### config.mk
export PLATFORM = sky130hd
export DESIGN_NAME = tradeoff_search_param
export DESIGN_NICKNAME = d
export VERILOG_FILES = /design/src/rtl/tradeoff_pkg.sv /design/src/rtl/tradeoff_cost.sv /design/src/rtl/tradeoff_search_param.sv
export SDC_FILE = /design/constraint.sdc
export NUM_CORES = 2
export LEC_CHECK = 0
export ABC_AREA = 1
export CAP_MARGIN = 20
export CORE_MARGIN = 2
export CORE_UTILIZATION = 40
export CTS_BUF_LIST = sky130_fd_sc_hd__clkbuf_4
export CTS_CLUSTER_DIAMETER = 30
export CTS_CLUSTER_SIZE = 20
export DETAILED_ROUTE_END_ITERATION = 8
export DONT_BUFFER_PORTS = 1
export SLEW_MARGIN = 20
export SYNTH_ARGS = -nofsm -noshare
export SYNTH_HDL_FRONTEND = slang
export SYNTH_HIERARCHICAL = 1
export SYNTH_SLANG_ARGS = --single-unit
### constraint.sdc
create_clock -name clk -period 12 [get_ports clk]
set_input_delay 1.8 -clock clk [delete_from_list [all_inputs] [get_ports clk]]
set_output_delay 1.8 -clock clk [all_outputs]
set_load 0.005 [all_outputs]
### src/rtl/tradeoff_pkg.sv
// Shared types and helpers for the tradeoff search engine.
// Optional macro: TRADEOFF_EARLY_EXIT_EN (see tradeoff_search_param).
package tradeoff_pkg;

    typedef enum logic [1:0] {
        ST_IDLE   = 2'd0,
        ST_SEARCH = 2'd1,
        ST_DONE   = 2'd2
    } state_e;

    localparam logic MODE_SQUARE = 1'b0;
    localparam logic MODE_TRI    = 1'b1;

    // Width at which cost values are carried so that no product is truncated.
    function automatic int cost_width(input int n_bits);
        return 2 * n_bits + 1;
    endfunction

endpackage

### src/rtl/tradeoff_cost.sv
// Combinational cost function f(cand): cand*cand (square) or cand*(cand+1)/2 (triangular).
module tradeoff_cost
    import tradeoff_pkg::*;
#(
    parameter int N_BITS = 20
) (
    input  logic [N_BITS-1:0]               cand,
    input  logic                            mode,
    output logic [cost_width(N_BITS)-1:0]   cost
);

    localparam int CW = cost_width(N_BITS);

    logic [CW-1:0] c_ext;
    logic [CW-1:0] sq;
    logic [CW-1:0] tri_p;

    // cand*(cand+1) < 2^(2*N_BITS+1), so CW bits hold it before the halving.
    assign c_ext = CW'(cand);
    assign sq    = c_ext * c_ext;
    assign tri_p = c_ext * (c_ext + CW'(1));
    assign cost  = (mode == MODE_TRI) ? (tri_p >> 1) : sq;

endmodule

### src/rtl/tradeoff_search_param.sv
// Bit-serial binary search for the largest N with f(N) <= W, valid/ready on both sides.
// Optional macro TRADEOFF_EARLY_EXIT_EN: stop as soon as f(cand) == W exactly.
module tradeoff_search_param
    import tradeoff_pkg::*;
#(
    parameter int N_BITS = 20,
    parameter int W_BITS = 40
) (
    input  logic                clk,
    input  logic                rst,
    input  logic                in_valid,
    output logic                in_ready,
    input  logic [W_BITS-1:0]   in_w,
    input  logic                in_mode,
    output logic                out_valid,
    input  logic                out_ready,
    output logic [N_BITS-1:0]   out_n,
    output logic                out_sat,
    output logic                busy
);

    localparam int CW = cost_width(N_BITS);
    localparam int IW = (N_BITS > 1) ? $clog2(N_BITS) : 1;

    localparam logic [1:0] IDLE   = ST_IDLE;
    localparam logic [1:0] SEARCH = ST_SEARCH;
    localparam logic [1:0] DONE   = ST_DONE;

    logic [1:0]        state_reg;
    logic [CW-1:0]     w_reg;
    logic              mode_reg;
    logic [N_BITS-1:0] acc_reg;
    logic [IW-1:0]     bit_idx_reg;
    logic [N_BITS-1:0] out_n_reg;
    logic              out_sat_reg;

    logic [N_BITS-1:0] bit_mask;
    logic [N_BITS-1:0] cand;
    logic [N_BITS-1:0] acc_next;
    logic [CW-1:0]     cost;
    logic              fits;
    logic              exact;
    logic              last;

    genvar gi;
    generate
        for (gi = 0; gi < N_BITS; gi++) begin : g_mask
            assign bit_mask[gi] = (bit_idx_reg == IW'(gi));
        end
    endgenerate

    assign cand = acc_reg | bit_mask;

    tradeoff_cost #(.N_BITS(N_BITS)) u_cost (
        .cand (cand),
        .mode (mode_reg),
        .cost (cost)
    );

    assign fits     = (cost <= w_reg);
    assign acc_next = fits ? cand : acc_reg;

`ifdef TRADEOFF_EARLY_EXIT_EN
    // An exact hit means every lower bit would overshoot, so they stay 0.
    assign exact = (cost == w_reg);
`else
    assign exact = 1'b0;
`endif

    assign last = (bit_idx_reg == '0) || exact;

    always_ff @(posedge clk) begin
        if (rst) begin
            state_reg   <= IDLE;
            w_reg       <= '0;
            mode_reg    <= MODE_SQUARE;
            acc_reg     <= '0;
            bit_idx_reg <= '0;
            out_n_reg   <= '0;
            out_sat_reg <= 1'b0;
        end else begin
            case (state_reg)
                IDLE: begin
                    if (in_valid) begin
                        w_reg       <= CW'(in_w);
                        mode_reg    <= in_mode;
                        acc_reg     <= '0;
                        bit_idx_reg <= IW'(N_BITS - 1);
                        state_reg   <= SEARCH;
                    end
                end
                SEARCH: begin
                    acc_reg <= acc_next;
                    if (last) begin
                        out_n_reg   <= acc_next;
                        out_sat_reg <= &acc_next;
                        state_reg   <= DONE;
                    end else begin
                        bit_idx_reg <= bit_idx_reg - IW'(1);
                    end
                end
                DONE: begin
                    if (out_ready) begin
                        state_reg <= IDLE;
                    end
                end
                default: state_reg <= IDLE;
            endcase
        end
    end

    assign in_ready  = (state_reg == IDLE);
    assign out_valid = (state_reg == DONE);
    assign busy      = (state_reg == SEARCH);
    assign out_n     = out_n_reg;
    assign out_sat   = out_sat_reg;

endmodule

==> reports/qor.yml <==
status: "finished clean"
post-route-min-period_ns: 11.13
ios: 69
crit_required_ns: 12.42
clockBufferDepth: 2
async_flop_share_pct: 0
wire_per_inst_um: 18.99
rows: 104
crit_buf_inv: 6
die_w_um: 288.1
grt_pass1_vias: 26800
power_density_nw_per_um2: 35.22
grt_pass1_wl_um: 158900
startpoint_type: "register"
postSynthCellCount: 4371
crit_fanout: 25
syn_nets: 5403
remaining_drc_errors: 0
synth_area_leaders: "fa_1 39%, ha_1 14%, inv_1 14%"
fp.dieArea_um2: 82980
grtUsageTotal_pct: 25.20
hpwlAfterDp_um: 85040
routed_wl_um: 101900
drt-vias-per-instance: 4.960
largest_reg_flops: 40
antenna_found_initial: 2
synth_edf_count: 0
drv_cap: 0
clk_latency_ns: 0.47
ys_seq_elements: 89
worst_pin_slew_ns: 0.8798
port_buffers: 0
detail-route-antenna-nets: 0
rsz0062_at_grt: "no"
placed_cells: 5348
area_growth_syn_to_layout_pct: 4.400
drt_iter0_drc: 2029
routabilityCongestion: 0.9724
placeableCoreArea_um2: 80160
maxSlewViolCount: 0
synth_area_per_cell_um2: 7.384
instances_no_fill: 5365
synth_common_cells: "1196 x inv_1, 995 x nand2_1, 622 x fa_1, 377 x nor2_1, 365 x ha_1"
drive_above_1_share_pct: 3.206
crit_slowest_cell: "fa_1"
r2r_setup_slack_ns: 0.87
cts_buffers: 9
grt-ovfl-total: 0
synth_top_area_cell: "fa_1"
fin_nets: 5331
synth.distinct_cells: 43
critical_path_arrival_ns: 11.55
num_vias: 26610
critPathCaptureType: "register"
synth_warnings: 6
cts_root_buffer: "clkbuf_4"
slew_headroom_pct: 41.35
dr.pass1.iters: 6
clk_pin_slew_worst_paths_ns: 0.14
initial_utilization_pct: 40.27
synth_ff_type: "dfxtp_1"
synth_top_area_share_pct: 38.58
finalClockSkew_ns: 0.02050
fmax_mhz: 89.83
period_share_pct: 92.77
syn_area_um2: 32280
hold_violations: 0
ctsHtreeMaxLevel: 3
seq_area_frac_synth_pct: 5.520
critical_path.max_stage_delay_ns: 0.55
hp-class: "register to register"
cts_setup_buffers: 0
yosysMostFrequentCell: "inv_1"
leakage_nw: 19.65
cts_tree: "done"
cts_hold_buf: 0
crit_top_cell: "nand2_1"
ir_drop_uv: 101.3
finalSetupViolCount: 0
crit_family: "adder cells"
die_h_um: 288.1
grt_max_degree: 84
crit_type: "register to register"
cts_sinks: 89
fin_setup_tns_ns: 0
## layout make-up
type,instances,area [µm²]
Multi-Input combinational cell,2934,25520
Sequential cell,89,1782
Tap cell,1060,1326
Timing Repair Buffer,51,382.9
Clock inverter,6,42.54
Antenna cell,1,2.502
Inverter,1214,4564
Fill cell,8512,46460
Clock buffer,10,75.07
## where the power goes
part | total (mW) | switching [mW] | internal [mW]
Clock | 0.150 | 0.104 | 0.0455
Combinational | 0.703 | 0.502 | 0.201
Sequential | 0.334 | 0.0129 | 0.321
Total | 1.19 | 0.619 | 0.568
## tightest hold or removal path, cell delays in order, from the launching register on
cell	delay (ns)
dfxtp_1	0.34
nand2_1	0.06
a21oi_1	0.05
## stage by stage
step	hold slack, ns	area [µm²]	worst slack [ns]	utilization (%)	total power, mW
2_1_floorplan	0.4353	32280	2.598	-	0.7700
4_1_cts	0.4744	33680	0.5897	42.01	1.183
3_5_place_dp	0.4547	33560	0.6574	41.87	1.026
5_1_grt	0.4900	33700	0.08851	42.04	1.276
3_3_place_gp	0.4536	33560	0.7828	41.87	1.025
6_report	0.4733	33700	0.8673	42.04	1.187
## worst paths after layout
kind,startpoint,end,depth (start not counted)
setup / recovery,bit_idx_reg[3]$_SDFFE_PP0P_,out_sat$_SDFFE_PP0P_,46
hold / removal,acc_reg[6]$_SDFFE_PP0P_,acc_reg[6]$_SDFFE_PP0P_,2
setup reg to reg,bit_idx_reg[3]$_SDFFE_PP0P_,out_sat$_SDFFE_PP0P_,46
hold reg to reg,acc_reg[6]$_SDFFE_PP0P_,acc_reg[6]$_SDFFE_PP0P_,2
## cells by family (layout without fill, tap and decap cells)
logic type                 Yosys count  in the layout  share of synthesized area, %
xor gates and xnor gates            25             25                        0.6784
buffers and inverters             1348           1281                         15.82
other                                1              2                       0.01162
and+or+nand+nor                   1571           1571                         19.61
adders and majority gates          987            987                         52.73
DFF                                 89             89                         5.520
AOI/OAI and AO/OA                  350            350                         5.629
## metal layers
layer | global-route usage [%] | vias to the layer above | share of wire, %
met4 | 6.269 | 2 | 2.8
met5 | 0 | - | 0.019
met1 | 35.95 | 13000 | 45
met2 | 40.56 | 938 | 45
li1 | - | 12560 | -
met3 | 3.138 | 120 | 7.0
## cells in the final DEF (no fill, tap or decap), drive strengths merged, types with 16 or more instances in the layout
cell type | netlist | layout
fa | 622 | 622
nor2 | 394 | 394
inv | 1198 | 1200
o21ai | 141 | 141
clkinv | 16 | 16
nand2 | 1004 | 1004
a21oi | 184 | 184
nor3 | 20 | 20
dfxtp | 89 | 89
buf | 38 | 51
nand3 | 119 | 119
ha | 365 | 365
## timing repair
item                       CTS  global route
setup endpoints to repair    0             2
gates resized for setup      0             4
hold endpoints to repair     0             0
Note: power is estimated with default switching activity, not from simulation.
